File: config.mk
export PLATFORM = sky130hd
export DESIGN_NAME = if_prefetch_queue
export DESIGN_NICKNAME = d
export VERILOG_FILES = /design/src/rtl/riscv_pipe_pkg.sv /design/src/rtl/ifq_fifo.sv /design/src/rtl/if_prefetch_queue.sv
export SDC_FILE = /design/constraint.sdc
export NUM_CORES = 1
export LEC_CHECK = 0
export ABC_AREA = 0
export BUFFER_PORTS_ARGS = -buffer_cell sky130_fd_sc_hd__buf_2
export CAP_MARGIN = 40
export CORE_MARGIN = 10
export CORE_UTILIZATION = 30
export CTS_CLUSTER_DIAMETER = 30
export DETAILED_ROUTE_END_ITERATION = 12
export PLACE_DENSITY_LB_ADDON = 0.12
export SYNTH_ARGS = -nofsm -noshare
export SYNTH_HDL_FRONTEND = slang
export SYNTH_SLANG_ARGS = --single-unit
File: constraint.sdc
create_clock -name clk -period 4.4 [get_ports clk]
set_clock_uncertainty 0.1 [all_clocks]
set_input_delay 0.22 -clock clk [delete_from_list [all_inputs] [get_ports clk]]
set_output_delay 0.22 -clock clk [all_outputs]
set_load 0.03 [all_outputs]
File: src/rtl/riscv_pipe_pkg.sv
// +----------------------------------------------------------------------------+
// | riscv_pipe_pkg : shared widths, reset PC and instruction constants          |
// | Rev 1.0                                                                    |
// +----------------------------------------------------------------------------+
`default_nettype none

package riscv_pipe_pkg;

  localparam int          XLEN_DEFAULT     = 32;
  localparam logic [31:0] RESET_PC_DEFAULT = 32'h0000_0000;
  localparam logic [31:0] INSTR_NOP        = 32'h0000_0013;
  localparam int          INSTR_BYTES      = 4;

  // Width of an occupancy counter that must represent 0..depth inclusive.
  function automatic int cnt_width(input int depth);
    return $clog2(depth) + 1;
  endfunction

endpackage

`default_nettype wire

File: src/rtl/ifq_fifo.sv
// +----------------------------------------------------------------------------+
// | ifq_fifo : synchronous FIFO with flush; push and pop may coincide at full  |
// | Rev 1.0                                                                    |
// +----------------------------------------------------------------------------+
`default_nettype none

module ifq_fifo
  import riscv_pipe_pkg::*;
#(
  parameter int WIDTH = 32,
  parameter int DEPTH = 4
) (
  input  logic                          clk,
  input  logic                          rst,
  input  logic                          flush_i,
  input  logic                          push_i,
  input  logic [WIDTH-1:0]              data_i,
  input  logic                          pop_i,
  output logic [WIDTH-1:0]              data_o,
  output logic [cnt_width(DEPTH)-1:0]   count_o
);

  localparam int PW = $clog2(DEPTH);
  localparam int CW = cnt_width(DEPTH);
  localparam logic [CW-1:0] FULL_C = CW'(DEPTH);

  logic [WIDTH-1:0] mem_q [DEPTH];
  logic [PW-1:0]    rd_ptr_q, rd_ptr_d;
  logic [PW-1:0]    wr_ptr_q, wr_ptr_d;
  logic [CW-1:0]    count_q, count_d;
  logic             do_push;
  logic             do_pop;

  always_comb begin
    do_pop   = pop_i && !flush_i && (count_q != '0);
    // A pop in the same cycle frees the slot being written, so full is no obstacle then.
    do_push  = push_i && !flush_i && ((count_q != FULL_C) || do_pop);
    rd_ptr_d = rd_ptr_q;
    wr_ptr_d = wr_ptr_q;
    count_d  = count_q;
    if (flush_i) begin
      rd_ptr_d = '0;
      wr_ptr_d = '0;
      count_d  = '0;
    end else begin
      if (do_pop)  rd_ptr_d = rd_ptr_q + PW'(1);
      if (do_push) wr_ptr_d = wr_ptr_q + PW'(1);
      case ({do_push, do_pop})
        2'b10:   count_d = count_q + CW'(1);
        2'b01:   count_d = count_q - CW'(1);
        default: count_d = count_q;
      endcase
    end
  end

  always_ff @(posedge clk) begin
    if (!rst) begin
      rd_ptr_q <= '0;
      wr_ptr_q <= '0;
      count_q  <= '0;
    end else begin
      rd_ptr_q <= rd_ptr_d;
      wr_ptr_q <= wr_ptr_d;
      count_q  <= count_d;
    end
  end

  always_ff @(posedge clk) begin
    if (do_push) mem_q[wr_ptr_q] <= data_i;
  end

  assign data_o  = mem_q[rd_ptr_q];
  assign count_o = count_q;

endmodule

`default_nettype wire

File: src/rtl/if_prefetch_queue.sv
// +----------------------------------------------------------------------------+
// | if_prefetch_queue : PC generator, credit-limited imem port, prefetch queue |
// | Optional IFQ_PERF_EN adds perf_stall_cnt (decode starved by fetch).        |
// | Rev 1.0                                                                    |
// +----------------------------------------------------------------------------+
`default_nettype none

module if_prefetch_queue
  import riscv_pipe_pkg::*;
#(
  parameter int              XLEN     = XLEN_DEFAULT,
  parameter int              DEPTH    = 4,
  parameter logic [XLEN-1:0] RESET_PC = XLEN'(RESET_PC_DEFAULT)
) (
  input  logic            clk,
  input  logic            rst,
  input  logic            redirect_valid,
  input  logic [XLEN-1:0] redirect_pc,
  output logic            imem_req_valid,
  input  logic            imem_req_ready,
  output logic [XLEN-1:0] imem_req_addr,
  input  logic            imem_rsp_valid,
  input  logic [XLEN-1:0] imem_rsp_data,
  output logic            id_valid,
  input  logic            id_ready,
  output logic [XLEN-1:0] id_pc,
  output logic [XLEN-1:0] id_instr
`ifdef IFQ_PERF_EN
  ,
  output logic [31:0]     perf_stall_cnt
`endif
);

  localparam int CW = cnt_width(DEPTH);
  localparam logic [CW:0] DEPTH_C = (CW+1)'(DEPTH);

  logic [XLEN-1:0]   fetch_pc_q, fetch_pc_d;
  logic [CW-1:0]     discard_q, discard_d;
  logic [CW-1:0]     iq_count;
  logic [CW-1:0]     tag_count;
  logic [XLEN-1:0]   tag_pc;
  logic [2*XLEN-1:0] iq_head;
  logic [CW:0]       outstanding;
  logic [CW:0]       inflight_total;
  logic              req_fire;
  logic              enq;
  logic              deq;

  // Every in-flight request either still owns a PC tag or is marked for discard,
  // so the outstanding count is the sum of the two.
  always_comb begin
    outstanding    = {1'b0, tag_count} + {1'b0, discard_q};
    inflight_total = {1'b0, iq_count} + outstanding;
    imem_req_valid = !redirect_valid && (inflight_total < DEPTH_C);
    imem_req_addr  = fetch_pc_q;
    req_fire       = imem_req_valid && imem_req_ready;
    enq            = imem_rsp_valid && (discard_q == '0) && !redirect_valid;
    id_valid       = (iq_count != '0);
    deq            = id_valid && id_ready && !redirect_valid;
    id_pc          = id_valid ? iq_head[2*XLEN-1:XLEN] : '0;
    id_instr       = id_valid ? iq_head[XLEN-1:0]      : '0;
  end

  always_comb begin
    fetch_pc_d = fetch_pc_q;
    discard_d  = discard_q;
    if (redirect_valid) begin
      fetch_pc_d = redirect_pc;
      // Everything still in flight after this cycle's response is stale.
      discard_d  = CW'(outstanding - {{CW{1'b0}}, imem_rsp_valid});
    end else begin
      if (req_fire) fetch_pc_d = fetch_pc_q + XLEN'(INSTR_BYTES);
      if (imem_rsp_valid && (discard_q != '0)) discard_d = discard_q - CW'(1);
    end
  end

  always_ff @(posedge clk) begin
    if (!rst) begin
      fetch_pc_q <= RESET_PC;
      discard_q  <= '0;
    end else begin
      fetch_pc_q <= fetch_pc_d;
      discard_q  <= discard_d;
    end
  end

  ifq_fifo #(
    .WIDTH (XLEN),
    .DEPTH (DEPTH)
  ) u_tag_fifo (
    .clk     (clk),
    .rst     (rst),
    .flush_i (redirect_valid),
    .push_i  (req_fire),
    .data_i  (fetch_pc_q),
    .pop_i   (enq),
    .data_o  (tag_pc),
    .count_o (tag_count)
  );

  ifq_fifo #(
    .WIDTH (2*XLEN),
    .DEPTH (DEPTH)
  ) u_instr_fifo (
    .clk     (clk),
    .rst     (rst),
    .flush_i (redirect_valid),
    .push_i  (enq),
    .data_i  ({tag_pc, imem_rsp_data}),
    .pop_i   (deq),
    .data_o  (iq_head),
    .count_o (iq_count)
  );

`ifdef IFQ_PERF_EN
  logic [31:0] perf_q, perf_d;

  always_comb begin
    perf_d = perf_q;
    if (id_ready && !id_valid && !redirect_valid && (perf_q != 32'hFFFF_FFFF))
      perf_d = perf_q + 32'd1;
  end

  always_ff @(posedge clk) begin
    if (!rst) perf_q <= '0;
    else      perf_q <= perf_d;
  end

  assign perf_stall_cnt = perf_q;
`endif

endmodule

`default_nettype wire
# After elaboration in Yosys (flattened, before gate mapping)
# Memories as Yosys holds them, arrays and structs flattened. A register that Yosys moved wholly into a read port is not among the register bits.
# Index checks and enable logic that the tools add are counted.
classes:
  n_addsub: 13
  n_lt_le_gt_ge: 1
  eq_ne: 6
  mux: 16
  n_bitwise: 1
  n_reduce_logical: 26
op_table:
  columns: ["op", "count"]
  rows:
  - ["$mux 32", 4]
  - ["$add 32x3->32 const B", 1]
  - ["$logic_and 1x1->1", 14]
  - ["$pmux 3 s2", 2]
  - ["$reduce_bool 3->1", 3]
  - ["$sub 3x1->3 const B", 3]
  - ["$add 2x1->2 const B", 4]
  - ["$mux 2", 4]
  - ["$reduce_bool 2->1", 4]
  - ["$add 3x1->3 const B", 2]
  - ["$mux 3", 2]
  - ["$ne 3x3->1 const B", 2]
  - ["$add 3x3->4", 1]
  - ["$add 3x4->4", 1]
  - ["$eq 2x1->1 const B", 2]
  - ["$eq 2x2->1 const B", 2]
  - ["$lt 4x3->1 const B", 1]
  - ["$mux 1", 4]
  - ["$logic_not 3->1", 1]
  - ["$sub 3x1->3", 1]
  - ["$logic_or 1x1->1", 2]
  - ["$reduce_or 2->1", 1]
  - ["$logic_not 1->1", 1]
  - ["$not 1->1", 1]
totals:
  regBits: 49
  mem_bits_rw: 384
  inputBits: 70
  output_inout_bits: 98
  wordCells: 73
  memories: 2
memory_table:
  columns: ["name", "depth", "word_bits", "read_ports", "rd_ports_with_merged_regs", "wr", "line", "rtl"]
  rows:
  - ["u_instr_fifo.mem_q", 4, 64, 1, 1, 1, "ifq_fifo.sv:27", "logic [WIDTH-1:0] mem_q [DEPTH];"]
  - ["u_tag_fifo.mem_q", 4, 32, 1, 1, 1, "ifq_fifo.sv:27", null]

# Longest topological paths before layout
# Gate-level depths: netlist of run 1.
logic_depth:
  depth_word: 9
  ltp_mapped: 15
  depth_no_buf: 14

# Modules after synthesis
# From an unflattened synthesis of run 1, not the netlist that was laid out.
hier_totals:
  cells_unflattened: 981
  hier_area_um2: 17678.2
by_module_without_submodules:
  columns: ["module", "n_inst", "cells_per_inst", "area_per_inst_um2", "seq_area_each_um2"]
  rows:
  - ["ifq_fifo (u_instr_fifo)", 1, 392, 9741.8, 7867.5]
  - ["ifq_fifo (u_tag_fifo)", 1, 225, 5146.2, 4023.9]
  - ["if_prefetch_queue", 1, 364, 2790.2, 700.7]

# Worst setup path before layout of run 1
# OpenSTA, ideal clock, no wires.
synth_path:
  kind: "reg2reg"
  from: "register u_tag_fifo.count_q[0], in the netlist u_tag_fifo.count_o[0]"
  to: "register u_tag_fifo.count_q[2], in the netlist u_tag_fifo.count_o[2]"
  setup_time_ns: 0.062
  arrival_ns: 3.670
  required_ns: 4.238
  setup_slack_ns: 0.568
  path_stages_with_launch: 16
  n_path_buf: 1
  period_less_slack_ns: 3.832
  cell_sequence: "dfxtp_1 -> ha_1 -> inv_1 -> fa_1 -> inv_1 -> ha_1 -> a31oi_1 -> mux2_2 -> a41o_1 -> clkbuf_1 -> nor3_1 -> fa_1 -> or4_1 -> nor2_1 -> o22ai_1 -> nand3_1"
synth_via:
  elab_chain_len: 9
  elab_cells_between_ends: 17
  classes_between: "add/sub (4); order compare (1); eq/ne (3); mux (1); reduce/logical (8)"
synth_lines:
  columns: ["element", "line", "rtl"]
  rows:
  - ["from (decl)", "ifq_fifo.sv:30", "logic [CW-1:0] count_q, count_d;"]
  - ["from (signal assigned)", "ifq_fifo.sv:64", "count_q <= count_d;"]
  - ["$add 3x3->4", "if_prefetch_queue.sv:52", "outstanding = {1'b0, tag_count} + {1'b0, discard_q};"]
  - ["$add 3x4->4", "if_prefetch_queue.sv:53", "inflight_total = {1'b0, iq_count} + outstanding;"]
  - ["$lt 4x3->1", "if_prefetch_queue.sv:54", "imem_req_valid = !redirect_valid && (inflight_total < DEPTH_C);"]
  - ["$logic_and 1x1->1", "if_prefetch_queue.sv:54", null]
  - ["$logic_and 1x1->1", "if_prefetch_queue.sv:56", "req_fire = imem_req_valid && imem_req_ready;"]
  - ["$logic_and 1x1->1 (2 in series)", "ifq_fifo.sv:37", "do_push = push_i && !flush_i && ((count_q != FULL_C) || do_pop);"]
  - ["$eq 2x1->1 / $eq 2x2->1 (equally long branches)", "ifq_fifo.sv:48", "case ({do_push, do_pop})"]
  - ["$pmux 3 s2 / $reduce_bool 2->1 (equally long branches)", null, null]
# Several ways; a longest one is shown, not always the timed one.
# A chain may end at the register's enable or synchronous reset.

# Final worst setup path of run 1
layout_path:
  from: "register u_tag_fifo.count_q[0], in the netlist u_tag_fifo.count_o[0]"
  to: "register fetch_pc_q[7], in the netlist imem_req_addr[7]"
layout_via:
  elab_chain_len: 6
layout_lines:
  columns: ["element", "line", "rtl"]
  rows:
  - ["$add 3x3->4", "if_prefetch_queue.sv:52", null]
  - ["$add 3x4->4", "if_prefetch_queue.sv:53", null]
  - ["$lt 4x3->1", "if_prefetch_queue.sv:54", null]
  - ["$logic_and 1x1->1", "if_prefetch_queue.sv:54", null]
  - ["$logic_and 1x1->1", "if_prefetch_queue.sv:56", null]
  - ["$reduce_bool 2->1 (no line)", null, null]
  - ["to (signal assigned)", "if_prefetch_queue.sv:82", "fetch_pc_q <= fetch_pc_d;"]
  - ["to (decl)", "if_prefetch_queue.sv:37", "logic [XLEN-1:0] fetch_pc_q, fetch_pc_d;"]
# Every way passes these cells.

==> results.ini, run 1 <==
[outcome]
status = complete, no violations

[logic_synthesis]
synthesis.area_um2 = 17500
synth_ff_type = edfxtp_1
ys_async_sr_fraction_pct = 0
ys_seq_area_share_pct = 71.9
yosysWarnings = 0
synth_seq_cells = 437
syn_inst = 974
yosysUniqueCellTypes = 58
syn_nets = 1065
synth_most_common_cell = edfxtp_1
synth_edf_count = 384
ys_top_cells_by_count = 384 x edfxtp_1, 96 x mux4_2, 71 x and2_1
syn_area_per_cell_um2 = 18.0
yosys-top-cells-area = edfxtp_1 66%, mux4_2 12%, dfxtp_1 6.1%
yosysTopAreaCellShare_pct = 65.9
yosysTopAreaCell = edfxtp_1

[min_path]
min_path_type = in -> reg

[placed_design]
port_buffers = 167
place_inst = 1878
place_hpwl_mm = 27.9
routabilityCongestion = 0.763

[detailed_routing]
drc_errors = 0
viasPerCell = 4.71
ant_nets = 0
post_drt_wl_per_cell_um = 21.2
num_vias = 10100
drt_iter0_drc = 482
routed_wl_mm = 45.6
dr.pass1.iters = 4

[finish]
nNetsFinal = 1382
layout-drive-gt1-share_pct = 34.6
seq_area_um2 = 12600
layoutNonFillerInstCount = 2149
syn_to_final_growth_pct = 36.1
fill_cells = 5296
multi_input_area_um2 = 4650

[floorplanning]
initial_core_util_pct = 30.3
dieArea_um2 = 68400
die_y_um = 262
fp.coreArea_um2 = 57700
rows = 88
io_pins = 168
die_w_um = 262

[global_route]
grt_usage_pct = 13.6
antenna_found_initial = 0
grt_pass1_vias = 11200
grt_overflow = 0
grt_max_degree = 52
grt_pass1_wl_mm = 69.6

[clock_tree]
root_buffer = clkbuf_16
cts-htree-levels = 3
numCtsBuffers = 107
cts.clk_slew.worst_paths_ns = 0.04
clockBufferDepth = 3
clock_sinks = 437
cts_tree = built
clk_latency_ns = 0.63

[sta]
max_slew_margin_pct = 48.3
timing.final.crit_share_pct = 90.6
whs_ns = 0.126
finalSetupViolations = 0
finalMaxSlewViolations = 0
rsz0062_at_grt = no
fin_tns_setup_ns = 0
tightest_slew_ns = 0.776
fmax_ghz = 0.251
fin_crit_ns = 3.98
hold_violations = 0

[critical_path]
path_max_fanout = 50
cp.required_ns = 4.80
cp.arrival_ns = 4.38
cp-end-kind = flop
critical_path_class = reg -> reg
critPathLaunchType = flop

[power]
powerDensity_nw_per_um2 = 559
irDropWorstVdd_mv = 0.331
p_total_uw = 13300
p_leak_uw = 0.00834

[job]
maxCapViolations = 0

==> critical path, cell delays in order, from the launching register on <==
cell	delay, ns
dfxtp_1	0.45
ha_1	0.21
inv_1	0.05
fa_1	0.51
inv_1	0.05
ha_1	0.28
a31oi_2	0.29
mux2_2	0.41
a22oi_2	0.30
buf_12	0.27
nor4_1	0.08
o311a_1	0.29
dlygate4sd3_1	0.55
==> worst paths after layout <==
path	cells after the start	startpoint	endpoint	slack (ns)
worst max register to register	12	u_tag_fifo.count_o[0]	imem_req_addr[7]	0.42
worst max-delay path	12	u_tag_fifo.count_o[0]	imem_req_addr[7]	0.42
worst min-delay path	4	redirect_valid	imem_req_addr[11]	0.13
worst min register to register	2	u_tag_fifo.rd_ptr_q[1]	flop	0.43
==> cell usage in the layout, fill, tap and decap left out, types with 4 or more instances in the layout <==
cell type and instances:
buf_2 167, buf_12 8, o21ai_0 33, nor2_1 30, clkbuf_1 19, edfxtp_1 384
mux2i_1 6, nand2_1 27, a311oi_1 6, and4_1 5, clkinvlp_4 8, xnor2_1 12
and2_4 4, bufinv_16 18, clkinv_1 8, nand2b_1 4, nand4_1 8, buf_4 15
nor3_1 8, clkbuf_16 109, nor2b_1 4, mux4_2 96, inv_1 20, inv_6 11
o31ai_1 11, ha_1 18, or4_1 15, nand3_1 14, nor4_1 4, clkinv_2 22
a21oi_1 8, and3_1 10, nor4b_1 6, a31oi_1 16, and2_1 67, or3_1 6
a211oi_1 4, dfxtp_1 50, dlygate4sd3_1 69
==> routing by layer <==
| layer | track usage (%) | share of wire [%] | wire length [um] | vias to the layer above |
|---|---|---|---|---|
| li1 | - | - | - | 4597 |
| met1 | 17.5 | 44 | 20300 | 5151 |
| met2 | 22.0 | 48 | 22000 | 280 |
| met3 | 3.50 | 5.3 | 2400 | 87 |
| met4 | 4.72 | 2.2 | 992 | 0 |
| met5 | 0 | 0 | 0 | - |
==> state kept, by name, indices dropped and copies added (netlist names), named ones only <==
name                   flops
u_instr_fifo.mem_q       256
u_tag_fifo.mem_q         128
imem_req_addr             32
discard_q                  3
u_instr_fifo.count_o       3
u_tag_fifo.count_o         3
u_instr_fifo.rd_ptr_q      2
u_instr_fifo.wr_ptr_q      2
u_tag_fifo.rd_ptr_q        2
u_tag_fifo.wr_ptr_q        2
==> metrics by stage <==
stage	worst slack [ns]	utilization, %	cell area, um2
floorplan	0.568	-	17500
global placement	0.584	33.6	19400
detailed placement	0.526	33.7	19400
CTS	0.309	41.3	23800
global route	0.160	41.3	23800
finish	0.416	41.3	23800
==> power by group <==
part / total, uW / internal (uW) / switching, uW / leakage [uW]
Combinational: 623 / 250 / 373 / 0.00261
Sequential: 4740 / 4650 / 96.1 / 0.00393
Clock: 7960 / 5580 / 2380 / 0.00180
Total: 13300 / 10500 / 2850 / 0.00834
==> cells by family (layout without fill, tap and decap cells) <==
family | Yosys count | count (layout) | synth area share, %
flops | 437 | 437 | 71.9
compound gates | 99 | 99 | 3.69
simple gates | 228 | 228 | 7.71
mux | 103 | 103 | 12.8
xor+xnor | 14 | 14 | 0.701
buf+inv | 72 | 480 | 1.58
fa+ha+maj | 21 | 21 | 1.63
other cells | 0 | 2 | 0
==> cell type report <==
type	instances	area share [%]
Inverter	20	0.315
Timing Repair Buffer	260	7.67
Multi-Input combinational cell	465	19.5
Tap cell	765	4.02
Clock inverter	71	3.78
Antenna cell	2	0.0210
Sequential cell	437	52.9
Clock buffer	129	11.8
==> repair_timing <==
action	CTS	global route
hold endpoints to repair	164	0
resized for setup	0	1
hold buffers	69	0
endpoints found under the setup margin	0	1
buffers inserted	0	0
No activity file was read; power rests on OpenSTA's default activity.
==> run 2, diff against run 1 <==
- CORE_ASPECT_RATIO: not set -> 1.75
==> run 2 against run 1 <==
Against the previous run: sequential share of layout area rose by 2.6 points; clock-buffer cell count fell by 47; via count fell by 1.6%; critical endpoint is now u_tag_fifo.count_o[2]; largest cell class unchanged.
==> results.ini, run 2 (same netlist as run 1, synthesis figures left out) <==
[critical_path]
path_buf_inv = 2
cp-end-kind = flop
critical_path_class = reg -> reg
cp_cell_sequence = ha_1 -> inv_1 -> fa_1 -> inv_1 -> ha_1 -> a31oi_1 -> mux2_2 -> a41o_1 -> nor3_1 -> fa_1 -> or4_1 -> nor2_1 -> o22ai_1 -> nand3_1
crit_slowest_cell = or4_1
cp.arrival_ns = 4.38
critPathTopFamily = adder cells
path_max_fanout = 7
cp.depth = 14
max_stage_delay_ns = 0.51
critPathLaunchType = flop
cp.required_ns = 4.83
worst_r2r_path_depth = 14

[placed_design]
port_buffers = 167
place_hpwl_mm = 27.8
routabilityCongestion = 0.745

[finish]
nNetsFinal = 1345
final_common_cell = edfxtp_1
final_cell_mix = 384 x edfxtp_1, 167 x buf_2, 96 x mux4_2, 78 x clkbuf_16, 67 x and2_1
syn_to_final_growth_pct = 29.7
largest_reg_flops = 256
fill_cells = 5489
layout-drive-gt1-share_pct = 32.7
utilization_pct = 39.2
diodes = 0
regMostFlops = u_instr_fifo.mem_q

[floorplanning]
fp.coreArea_um2 = 58000
io_pins = 168
rows = 117
die_w_um = 203
die_y_um = 340
dieArea_um2 = 68800
initial_core_util_pct = 30.2

[power]
p_int_uw = 8610
comb_power_share_pct = 5.5
powerDensity_nw_per_um2 = 495
swShare_pct = 23.3
irDropWorstVdd_mv = 0.282
p_leak_uw = 0.00778
seq_power_share_pct = 42.0
pwr-share-clk_pct = 52.5
switchingPower_uw = 2620

[global_route]
antenna_found_initial = 1
grt_max_degree = 67
grt_pass1_wl_mm = 68.2
grt_overflow = 0
grt_pass1_vias = 11100
grt_usage_pct = 13.1

[sta]
finalSetupViolations = 0
hold_violations = 0
finalMaxSlewViolations = 0
max_slew_margin_pct = 49.7
fmax_ghz = 0.253
fin_tns_setup_ns = 0
tightest_slew_ns = 0.755
timing.final.crit_share_pct = 89.9
rsz0062_at_grt = no
fin_crit_ns = 3.95

[clock_tree]
clockBufferDepth = 3
clock_sinks = 437
postCtsSetupBuffers = 0
cts.clk_slew.worst_paths_ns = 0.05
root_buffer = clkbuf_16
clk_latency_ns = 0.59
numCtsBuffers = 75
cts_tree = built
cts-htree-levels = 3

[min_path]
min_path_type = in -> reg
hold_depth = 2

[detailed_routing]
num_vias = 9951
ant_nets = 0
dr.pass1.iters = 4
drc_errors = 0
drt_iter0_drc = 369
post_drt_wl_per_cell_um = 21.5
routed_wl_mm = 44.8
viasPerCell = 4.77

[job]
maxCapViolations = 0

[outcome]
status = complete, no violations

run 2: repair_timing:
item / CTS / global route
endpoints found under the hold margin: 162 / 0
hold buffers: 66 / 0
resized for setup: 0 / 0
run 2: final cells by class:
| type | instances | area, um2 | area share (%) |
|---|---|---|---|
| well taps | 773 | 967 | 4.26 |
| inverters | 20 | 75.1 | 0.331 |
| repair buffers | 255 | 1810 | 7.96 |
| flip-flops and latches | 437 | 12600 | 55.5 |
| multi-input cells | 465 | 4650 | 20.5 |
| clock buffers | 82 | 1970 | 8.67 |
| clock inverters | 56 | 633 | 2.79 |
run 2: final timing paths:
| path | slack (ns) | startpoint | end |
|---|---|---|---|
| worst max register to register | 0.45 | u_tag_fifo.count_o[0] | u_tag_fifo.count_o[2] |
| worst min register to register | 0.43 | u_tag_fifo.rd_ptr_q[1] | u_tag_fifo.rd_ptr_q[1] |
| worst max-delay path | 0.45 | u_tag_fifo.count_o[0] | u_tag_fifo.count_o[2] |
| worst min-delay path | 0.05 | rst | imem_req_addr[7] |
run 2: power groups by stage:
| stage | logic, uW | clock network [uW] | registers [uW] |
|---|---|---|---|
| 2_1_floorplan | 328 | 0 | 4810 |
| 3_3_place_gp | 584 | 0 | 4800 |
| 3_5_place_dp | 589 | 0 | 4810 |
| 4_1_cts | 638 | 6060 | 4720 |
| 5_1_grt | 682 | 6240 | 4730 |
| 6_report | 619 | 5890 | 4720 |
run 2: metal layers:
layer | track usage [%] | wire length, um
met2 | 23.0 | 23000
met4 | 5.80 | 1400
met3 | 2.94 | 2090
met5 | 0 | 12
met1 | 14.8 | 18300
run 2: worst register-to-register path, stage by stage, from the launching register on:
cell     delay (ns)
dfxtp_1        0.47
ha_1           0.24
inv_1          0.06
fa_1           0.50
inv_1          0.05
ha_1           0.26
a31oi_1        0.39
mux2_2         0.29
a41o_1         0.23
nor3_1         0.07
fa_1           0.45
or4_1          0.51
nor2_1         0.10
o22ai_1        0.11
nand3_1        0.08
run 2: through the flow:
step	instances	hold WS (ns)	instance area [um2]	power (uW)	setup WS [ns]
6_report	2088	0.0543	22700	11200	0.445
5_1_grt	2088	0.0562	22700	11700	0.0391
4_1_cts	2088	0.0178	22700	11400	0.389
3_5_place_dp	1884	0.340	19400	5400	0.424
3_3_place_gp	1882	0.335	19400	5380	0.494
2_1_floorplan	974	0.219	17500	5140	0.568
